### src/rtl/decode_pkg.sv
// Shared opcode constants, instruction-format enum and opcode-to-format lookup
// for the decode stage.
package decode_pkg;

    typedef enum logic [2:0] {
        FMT_R    = 3'd0,
        FMT_I    = 3'd1,
        FMT_S    = 3'd2,
        FMT_B    = 3'd3,
        FMT_U    = 3'd4,
        FMT_J    = 3'd5,
        FMT_NONE = 3'd7
    } fmt_e;

    localparam logic [6:0] OPC_OP        = 7'b0110011;
    localparam logic [6:0] OPC_OP_IMM    = 7'b0010011;
    localparam logic [6:0] OPC_LOAD      = 7'b0000011;
    localparam logic [6:0] OPC_JALR      = 7'b1100111;
    localparam logic [6:0] OPC_SYSTEM    = 7'b1110011;
    localparam logic [6:0] OPC_MISC_MEM  = 7'b0001111;
    localparam logic [6:0] OPC_STORE     = 7'b0100011;
    localparam logic [6:0] OPC_BRANCH    = 7'b1100011;
    localparam logic [6:0] OPC_LUI       = 7'b0110111;
    localparam logic [6:0] OPC_AUIPC     = 7'b0010111;
    localparam logic [6:0] OPC_JAL       = 7'b1101111;
    localparam logic [6:0] OPC_OP_IMM_32 = 7'b0011011;
    localparam logic [6:0] OPC_OP_32     = 7'b0111011;

    // The *W opcodes only exist on RV64; on RV32 they fall through as illegal.
    function automatic fmt_e opcode_fmt(input logic [6:0] opc, input logic rv64);
        fmt_e f;
        case (opc)
            OPC_OP:                       f = FMT_R;
            OPC_OP_IMM, OPC_LOAD, OPC_JALR,
            OPC_SYSTEM, OPC_MISC_MEM:     f = FMT_I;
            OPC_STORE:                    f = FMT_S;
            OPC_BRANCH:                   f = FMT_B;
            OPC_LUI, OPC_AUIPC:           f = FMT_U;
            OPC_JAL:                      f = FMT_J;
            OPC_OP_IMM_32:                f = rv64 ? FMT_I : FMT_NONE;
            OPC_OP_32:                    f = rv64 ? FMT_R : FMT_NONE;
            default:                      f = FMT_NONE;
        endcase
        return f;
    endfunction

endpackage

### src/rtl/decode_fields.sv
// Combinational RISC-V field and immediate extraction with format
// classification and register-use qualifiers.
module decode_fields
    import decode_pkg::*;
#(
    parameter int XLEN = 32
) (
    input  logic [31:0]     i_instr,
    output logic [6:0]      o_opcode,
    output logic [4:0]      o_rd,
    output logic [4:0]      o_rs1,
    output logic [4:0]      o_rs2,
    output logic [2:0]      o_funct3,
    output logic [6:0]      o_funct7,
    output logic [XLEN-1:0] o_imm,
    output logic [2:0]      o_fmt,
    output logic            o_uses_rs1,
    output logic            o_uses_rs2,
    output logic            o_writes_rd,
    output logic            o_illegal
);

    fmt_e               w_fmt;
    logic signed [31:0] w_imm32;

    assign o_opcode = i_instr[6:0];
    assign o_rd     = i_instr[11:7];
    assign o_funct3 = i_instr[14:12];
    assign o_rs1    = i_instr[19:15];
    assign o_rs2    = i_instr[24:20];
    assign o_funct7 = i_instr[31:25];

    always_comb begin
        w_fmt = opcode_fmt(i_instr[6:0], XLEN == 64);
        if (i_instr[1:0] != 2'b11) begin
            w_fmt = FMT_NONE;
        end

        w_imm32 = '0;
        case (w_fmt)
            FMT_I: w_imm32 = {{20{i_instr[31]}}, i_instr[31:20]};
            FMT_S: w_imm32 = {{20{i_instr[31]}}, i_instr[31:25], i_instr[11:7]};
            FMT_B: w_imm32 = {{19{i_instr[31]}}, i_instr[31], i_instr[7],
                              i_instr[30:25], i_instr[11:8], 1'b0};
            FMT_U: w_imm32 = {i_instr[31:12], 12'b0};
            FMT_J: w_imm32 = {{11{i_instr[31]}}, i_instr[31], i_instr[19:12],
                              i_instr[20], i_instr[30:21], 1'b0};
            default: w_imm32 = '0;
        endcase
    end

    // Signed cast carries bit 31 up to XLEN on RV64.
    assign o_imm       = XLEN'(w_imm32);
    assign o_fmt       = w_fmt;
    assign o_illegal   = (w_fmt == FMT_NONE);
    assign o_uses_rs1  = (w_fmt == FMT_R) || (w_fmt == FMT_I) || (w_fmt == FMT_S) || (w_fmt == FMT_B);
    assign o_uses_rs2  = (w_fmt == FMT_R) || (w_fmt == FMT_S) || (w_fmt == FMT_B);
    assign o_writes_rd = ((w_fmt == FMT_R) || (w_fmt == FMT_I) || (w_fmt == FMT_U) || (w_fmt == FMT_J))
                         && (i_instr[11:7] != 5'd0);

endmodule

### src/rtl/decode_stage.sv
// Decode stage: two-entry head/skid buffer of pre-decoded instructions with
// flush. Optional perf counters enabled by macro DECODE_PERF_CNT_EN.
module decode_stage
    import decode_pkg::*;
#(
    parameter int XLEN = 32,
    parameter int PC_W = 32
) (
    input  logic            clk,
    input  logic            reset,
    input  logic            in_valid,
    output logic            in_ready,
    input  logic [31:0]     in_instr,
    input  logic [PC_W-1:0] in_pc,
    input  logic            flush,
    output logic            out_valid,
    input  logic            out_ready,
    output logic [6:0]      opcode,
    output logic [4:0]      rd,
    output logic [4:0]      rs1,
    output logic [4:0]      rs2,
    output logic [2:0]      funct3,
    output logic [6:0]      funct7,
    output logic [XLEN-1:0] imm,
    output logic [2:0]      fmt,
    output logic [PC_W-1:0] pc,
    output logic            uses_rs1,
    output logic            uses_rs2,
    output logic            writes_rd,
    output logic            illegal
`ifdef DECODE_PERF_CNT_EN
    ,
    output logic [31:0]     decoded_cnt,
    output logic [31:0]     illegal_cnt
`endif
);

    localparam int ENT_W = 7 + 5 + 5 + 5 + 3 + 7 + XLEN + 3 + PC_W + 4;

    logic [6:0]      w_opcode;
    logic [4:0]      w_rd, w_rs1, w_rs2;
    logic [2:0]      w_funct3, w_fmt;
    logic [6:0]      w_funct7;
    logic [XLEN-1:0] w_imm;
    logic            w_uses_rs1, w_uses_rs2, w_writes_rd, w_illegal;
    logic [ENT_W-1:0] w_new;
    logic [ENT_W-1:0] r_head, r_skid;
    logic            r_head_vld, r_skid_vld;
    logic            w_acc_in, w_acc_out;

    decode_fields #(.XLEN(XLEN)) u_fields (
        .i_instr     (in_instr),
        .o_opcode    (w_opcode),
        .o_rd        (w_rd),
        .o_rs1       (w_rs1),
        .o_rs2       (w_rs2),
        .o_funct3    (w_funct3),
        .o_funct7    (w_funct7),
        .o_imm       (w_imm),
        .o_fmt       (w_fmt),
        .o_uses_rs1  (w_uses_rs1),
        .o_uses_rs2  (w_uses_rs2),
        .o_writes_rd (w_writes_rd),
        .o_illegal   (w_illegal)
    );

    assign w_new = {w_opcode, w_rd, w_rs1, w_rs2, w_funct3, w_funct7, w_imm, w_fmt,
                    in_pc, w_uses_rs1, w_uses_rs2, w_writes_rd, w_illegal};
    assign {opcode, rd, rs1, rs2, funct3, funct7, imm, fmt,
            pc, uses_rs1, uses_rs2, writes_rd, illegal} = r_head;

    // in_ready depends only on registered state, never on out_ready.
    assign in_ready  = ~r_skid_vld;
    assign out_valid = r_head_vld;
    assign w_acc_in  = in_valid & ~r_skid_vld & ~flush;
    assign w_acc_out = r_head_vld & out_ready & ~flush;

    always_ff @(posedge clk or posedge reset) begin
        if (reset) begin
            r_head_vld <= 1'b0;
            r_skid_vld <= 1'b0;
        end else if (flush) begin
            r_head_vld <= 1'b0;
            r_skid_vld <= 1'b0;
        end else if (r_skid_vld) begin
            if (w_acc_out) r_skid_vld <= 1'b0;
        end else if (r_head_vld) begin
            if (w_acc_in && !w_acc_out)      r_skid_vld <= 1'b1;
            else if (!w_acc_in && w_acc_out) r_head_vld <= 1'b0;
        end else if (w_acc_in) begin
            r_head_vld <= 1'b1;
        end
    end

    // Head refills from skid first so ordering is preserved.
    always_ff @(posedge clk or posedge reset) begin
        if (reset) begin
            r_head <= '0;
            r_skid <= '0;
        end else begin
            if (w_acc_out && r_skid_vld)
                r_head <= r_skid;
            else if (w_acc_in && (!r_head_vld || w_acc_out))
                r_head <= w_new;
            if (w_acc_in && r_head_vld && !w_acc_out)
                r_skid <= w_new;
        end
    end

`ifdef DECODE_PERF_CNT_EN
    logic [31:0] r_decoded_cnt, r_illegal_cnt;

    always_ff @(posedge clk or posedge reset) begin
        if (reset) begin
            r_decoded_cnt <= '0;
            r_illegal_cnt <= '0;
        end else if (w_acc_out) begin
            if (r_decoded_cnt != '1)          r_decoded_cnt <= r_decoded_cnt + 32'd1;
            if (illegal && r_illegal_cnt != '1) r_illegal_cnt <= r_illegal_cnt + 32'd1;
        end
    end

    assign decoded_cnt = r_decoded_cnt;
    assign illegal_cnt = r_illegal_cnt;
`endif

endmodule

### config.mk
export PLATFORM = sky130hd
export DESIGN_NAME = decode_stage
export DESIGN_NICKNAME = d
export VERILOG_FILES = /design/src/rtl/decode_pkg.sv /design/src/rtl/decode_fields.sv /design/src/rtl/decode_stage.sv
export SDC_FILE = /design/constraint.sdc
export NUM_CORES = 1
export LEC_CHECK = 0
export ABC_AREA = 1
export BUFFER_PORTS_ARGS = -buffer_cell sky130_fd_sc_hd__buf_2
export CAP_MARGIN = 20
export CORE_UTILIZATION = 25
export CTS_CLUSTER_SIZE = 14
export DETAILED_ROUTE_END_ITERATION = 7
export PLACE_DENSITY = 0.42
export SLEW_MARGIN = 25
export SYNTH_ARGS = -nofsm -noshare
export SYNTH_HDL_FRONTEND = slang
export SYNTH_SLANG_ARGS = --single-unit
### constraint.sdc
create_clock -name clk -period 5.7 [get_ports clk]
set_clock_uncertainty 0.05 [all_clocks]
set_input_delay 0 -clock clk [delete_from_list [all_inputs] [get_ports clk]]
set_output_delay 0 -clock clk [all_outputs]
set_load 0.03 [all_outputs]
==> metrics.yaml, run 1 <==
post-cts-setup-buffers: 0
cts_tree: "built"
start_util_pct: 25.3
syn_to_final_growth_pct: 31.3
rows: 69
dieArea_um2: 36600
synth_area_um2: 8970
path_max_fanout: 79
ys_top_cells_by_count: "nand2_1, dfrtp_1, nor2_1"
fin_crit_sh_pct: 52.9
fin_nets: 1332
clock_sinks: 208
synth_area_leaders: "dfrtp_1, nand2_1, o22ai_1"
fillers: 3756
grt_pass1_wl_um: 45900
criticalPathCategory: "register to register"
cp-end-kind: "register"
worstPathArrival_ns: 3.33
overflow: 0
synth.most_common_cell: "nand2_1"
firstDrtPassIters: 5
layout-drive-gt1-share_pct: 19.8
synth_edf_count: 0
yosys_warnings: 0
routedWlPerCell_um: 16.4
holdWs_ns: 0.130
slowest_stage: "inv_4"
chipWidth_um: 191
synth-main-ff-cell: "dfrtp_1"
status: "finished clean"
grt_pass1_vias: 8130
worstHoldPathType: "input pin to asynchronous set/reset pin"
htreeDepth: 1
viasPerCell: 4.50
vias: 7836
synthArstFlopShare_pct: 100
rsz0062_at_grt: "false"
ys_seq_area_share_pct: 58.0
drt_iter0_drc: 416
port_buffers: 173
p_int_mw: 3.13
synth_nets: 1114
pwr-share-seq_pct: 43.1
period_minus_slack_ns: 3.01
swShare_pct: 30.5
critPathMaxStageDelay_ns: 0.72
insertion_delay_ns: 0.52
finalHoldViolations: 0
cts_made_buffers: 27
pwr-share-comb_pct: 18.9
leakagePower_nw: 5.97
p_clk_share_pct: 37.9
design.portCount: 174
slew_viol_final: 0
n_antenna_cell: 0
vdd_drop_max_uv: 239
synth_top_area_cell: "dfrtp_1"
place_inst: 1627
required_ns: 6.02
antenna_found_initial: 0
track_usage_pct: 16.0
wirelength_um: 28600
netSwitchingPower_mw: 1.37
powerDensity_nw_per_um2: 382
timing.fmax_ghz: 0.332
die_y_um: 191
setup_viol: 0
cap_violations: 0
syn_inst: 1045
post-route-drc-count: 0
cts_root_buf: "clkbuf_16"
crit_path_start_kind: "register"
ys_ff_latch: 208
tightest_slew_ns: 0.888
synth.avg_cell_area_um2: 8.58
dpl.hpwl_um: 18300
clockBufferDepth: 3
grt_max_degree: 115
synth_top_area_share_pct: 58.0
p_total_mw: 4.50
layout.cells.non_filler: 1741
ys_types: 31
clk_pin_slew_worst_paths_ns: 0.06
antenna_left: 0
cp_common_cell: "buf_4"
crit_chain: "nand3_1 -> nand2_1 -> nor2_4 -> buf_4 -> inv_4 -> buf_4 -> o21ai_0"
finalSetupTns_ns: 0
gp_congestion: 0.757
core-area_um2: 35400
slew_headroom_pct: 40.8
[registers in the layout, summed over array words and instances, names as in the netlist]
register and flops:
r_head 103, r_skid 103, out_valid 1, r_skid_vld 1
[cells in the final DEF, fill, tap and decap left out, drive strengths merged]
cell type / count
a22oi: 3
nand4: 3
a21oi: 33
clkbuf: 38
o211ai: 1
nand3: 42
clkinv: 5
dlygate4sd3: 68
bufinv: 3
nor2: 101
a31oi: 1
nand2: 356
dfrtp: 208
inv: 77
o21ai: 73
clkinvlp: 1
a211oi: 1
a22o: 11
o21a: 1
o21bai: 2
a31o: 6
o22ai: 64
buf: 182
[through the flow]
step | util (%) | cell area [um^2] | worst slack [ns]
floorplan | - | 8970 | 2.95
CTS | 33.3 | 11800 | 2.68
detailed placement | 28.8 | 10200 | 2.68
global placement | 28.8 | 10200 | 2.77
finish | 33.3 | 11800 | 2.69
global route | 33.3 | 11800 | 2.41
[cells by family after synthesis]
group,after synthesis,synth area share (%)
and+or+nand+nor,502,22.4
DFF,208,58.0
AOI/OAI and AO/OA,196,12.9
buffers and inverters,139,6.67
[area by class of cell]
cell class,count,area [um^2],area share (%)
tap,461,577,4.90
sequential,208,5200,44.2
clock inverter,8,115,0.978
multi-input combinational,698,3170,27.0
inverter,78,299,2.54
clock buffer,38,777,6.60
timing repair buffer,250,1630,13.8
[final timing paths]
path                       startpoint    endpoint  slack, ns  cells past startpoint
setup / recovery            out_valid  r_skid[39]       2.69                      7
hold / removal                  reset  r_head[22]       0.13                      3
setup reg to reg            out_valid  r_skid[39]       2.69                      7
hold reg to reg            r_skid[91]  r_skid[91]       0.42                      2
max in group asynchronous       reset  r_skid[88]       4.19                      4
min in group clk                flush  r_skid_vld       0.16                      3
[power groups by stage]
stage / logic (mW) / registers [mW] / clock network [mW]
finish: 0.853 / 1.94 / 1.71
detailed placement: 0.830 / 1.96 / 0
global route: 0.955 / 1.98 / 1.83
global placement: 0.818 / 1.96 / 0
CTS: 0.868 / 1.94 / 1.77
floorplan: 0.337 / 2.16 / 0
[timing repair]
| action | 4_1_cts | 5_1_grt |
|---|---|---|
| hold buffers | 68 | 0 |
| hold endpoints to repair | 210 | 0 |
| resized for setup | 0 | 0 |
[routing by layer]
layer | wire length, um | up-vias | track usage [%] | share of wire [%]
met5 | 0 | - | 0 | 0
met3 | 1560 | 42 | 3.38 | 5.5
met4 | 553 | 0 | 3.60 | 1.9
li1 | - | 3824 | - | -
met2 | 13400 | 181 | 26.7 | 47
met1 | 13000 | 3789 | 21.1 | 46
[worst max-delay path: cells and delay by family (launching register included)]
family                 cells  cell delay (ns)
AO/OA/AOI/OAI              1             0.20
flip-flops                 1             0.44
buffers and inverters      3             1.67
AND/OR/NAND/NOR            3             0.42
Note: power is estimated with default switching activity, not from simulation.
==> run 2: changes to the inputs <==
==> constraint.sdc (replaced) <==
create_clock -name clk -period 2.55 [get_ports clk]
set_clock_uncertainty 0.05 [all_clocks]
set_input_delay 0 -clock clk [delete_from_list [all_inputs] [get_ports clk]]
set_output_delay 0 -clock clk [all_outputs]
set_load 0.03 [all_outputs]
==> run 2 against run 1 <==
  * First-iteration DRC count fell by 9.6%
  * Combinational power rose by 130%
  * Core utilization rose by 0.46 points
  * Critical path type is now input pin to register
  * Critical path depth rose by 4
  * Design area rose by 1.4%
  * Cell count rose by 0.80%
==> metrics.yaml, run 2 (synthesis results as in run 1) <==
grt_max_degree: 78
path_max_fanout: 12
powerDensity_nw_per_um2: 838
core-area_um2: 35400
antenna_found_initial: 0
status: "finished clean"
htreeDepth: 1
criticalPathCategory: "input pin to register"
track_usage_pct: 16.1
period_minus_slack_ns: 1.95
layout_commonest_cell: "nand2_1"
grt_pass1_vias: 8109
fillers: 3801
layout-drive-gt1-share_pct: 20.7
slew_headroom_pct: 61.4
rsz0062_at_grt: "false"
required_ns: 2.95
design.portCount: 174
cts_root_buf: "clkbuf_16"
fin_nets: 1343
r2r_cells: 7
n_antenna_cell: 0
clk_pin_slew_worst_paths_ns: 0.06
holdWs_ns: 0.0334
syn_to_final_growth_pct: 33.1
register_area_um2: 5200
placed_cell_area_um2: 10400
firstDrtPassIters: 5
routedWlPerCell_um: 16.6
antenna_left: 0
stdcell_area_um2: 11900
layout.cells.non_filler: 1755
tightest_slew_ns: 0.578
gp_congestion: 0.774
post-route-drc-count: 0
slew_viol_final: 0
cp-end-kind: "register"
dpl.hpwl_um: 18900
crit_path_start_kind: "input pin"
port_buffers: 173
chipWidth_um: 191
vias: 7821
rr_endpoint: "r_head[15]"
finalSetupTns_ns: 0
insertion_delay_ns: 0.53
finalHoldViolations: 0
multi_input_comb_area_um2: 3170
post-cts-setup-buffers: 0
wirelength_um: 29100
die_y_um: 191
rr_startpoint: "out_valid"
mostFrequentLayoutCells: "nand2_1, dfrtp_1, buf_2"
place_inst: 1639
rows: 69
cts_made_buffers: 26
drt_iter0_drc: 376
overflow: 0
viasPerCell: 4.46
clockBufferDepth: 3
timing.fmax_ghz: 0.513
grt_pass1_wl_um: 46100
p_total_mw: 10.0
worstPathArrival_ns: 2.35
dieArea_um2: 36600
vdd_drop_max_uv: 555
cap_violations: 0
r2r_slack_ns: 0.61
setup_viol: 0
leakagePower_nw: 6.05
biggestRegsByFlops: "r_head x103, r_skid x103"
clock_sinks: 208
fin_crit_sh_pct: 76.4
start_util_pct: 25.3
worstHoldPathType: "input pin to asynchronous set/reset pin"
cts_tree: "built"
## run 2: worst max-delay path, cell delays in order
cell and delay (ns):
dlygate4sd3_1 0.53, buf_2 0.13, inv_1 0.10, nand2_1 0.10, nor2_4 0.19, nand2_2 0.18, a21oi_2 0.50, inv_1 0.30
nand3_1 0.17, nand2_1 0.07, nand3_1 0.07
## run 2: metrics by stage
stage	setup slack, ns	util, %
2_1_floorplan	-0.200	-
3_3_place_gp	0.626	29.3
3_5_place_dp	0.607	29.3
4_1_cts	0.594	33.7
5_1_grt	0.380	33.7
6_report	0.602	33.7
## run 2: how the worst max path moves through the flow
stage	start	endpoint	depth (start not counted)
floorplan	reset	out_valid	1
global placement	out_valid	r_head[98]	7
detailed placement	out_valid	r_head[98]	7
CTS	out_valid	r_head[98]	7
global route	in_instr[3]	r_head[54]	11
finish	in_instr[3]	r_head[58]	11
## run 2: timing repair
item | in CTS | in global routing
hold endpoints to repair | 347 | 0
gates resized for setup | 0 | 0
hold buffers | 68 | 0
## run 2: layout make-up
class | instances | area share (%)
clock inverter | 11 | 0.954
sequential | 208 | 43.6
timing repair buffer | 262 | 15.1
clock buffer | 37 | 6.39
multi-input combinational | 698 | 26.6
inverter | 78 | 2.51
tap | 461 | 4.83
## run 2: report_power, final
group	total [mW]	switching (mW)	internal, mW
sequential	4.33	0.366	3.97
combinational	1.94	1.29	0.654
clock	3.73	1.45	2.28
total	10.0	3.11	6.90
## run 2: per-layer routing
metal	part of all wire [%]	vias up	track usage, %
met5	0	-	0
met3	5.0	34	2.97
met1	46	3788	21.5
li1	-	3827	-
met4	1.9	0	3.54
met2	47	172	27.0
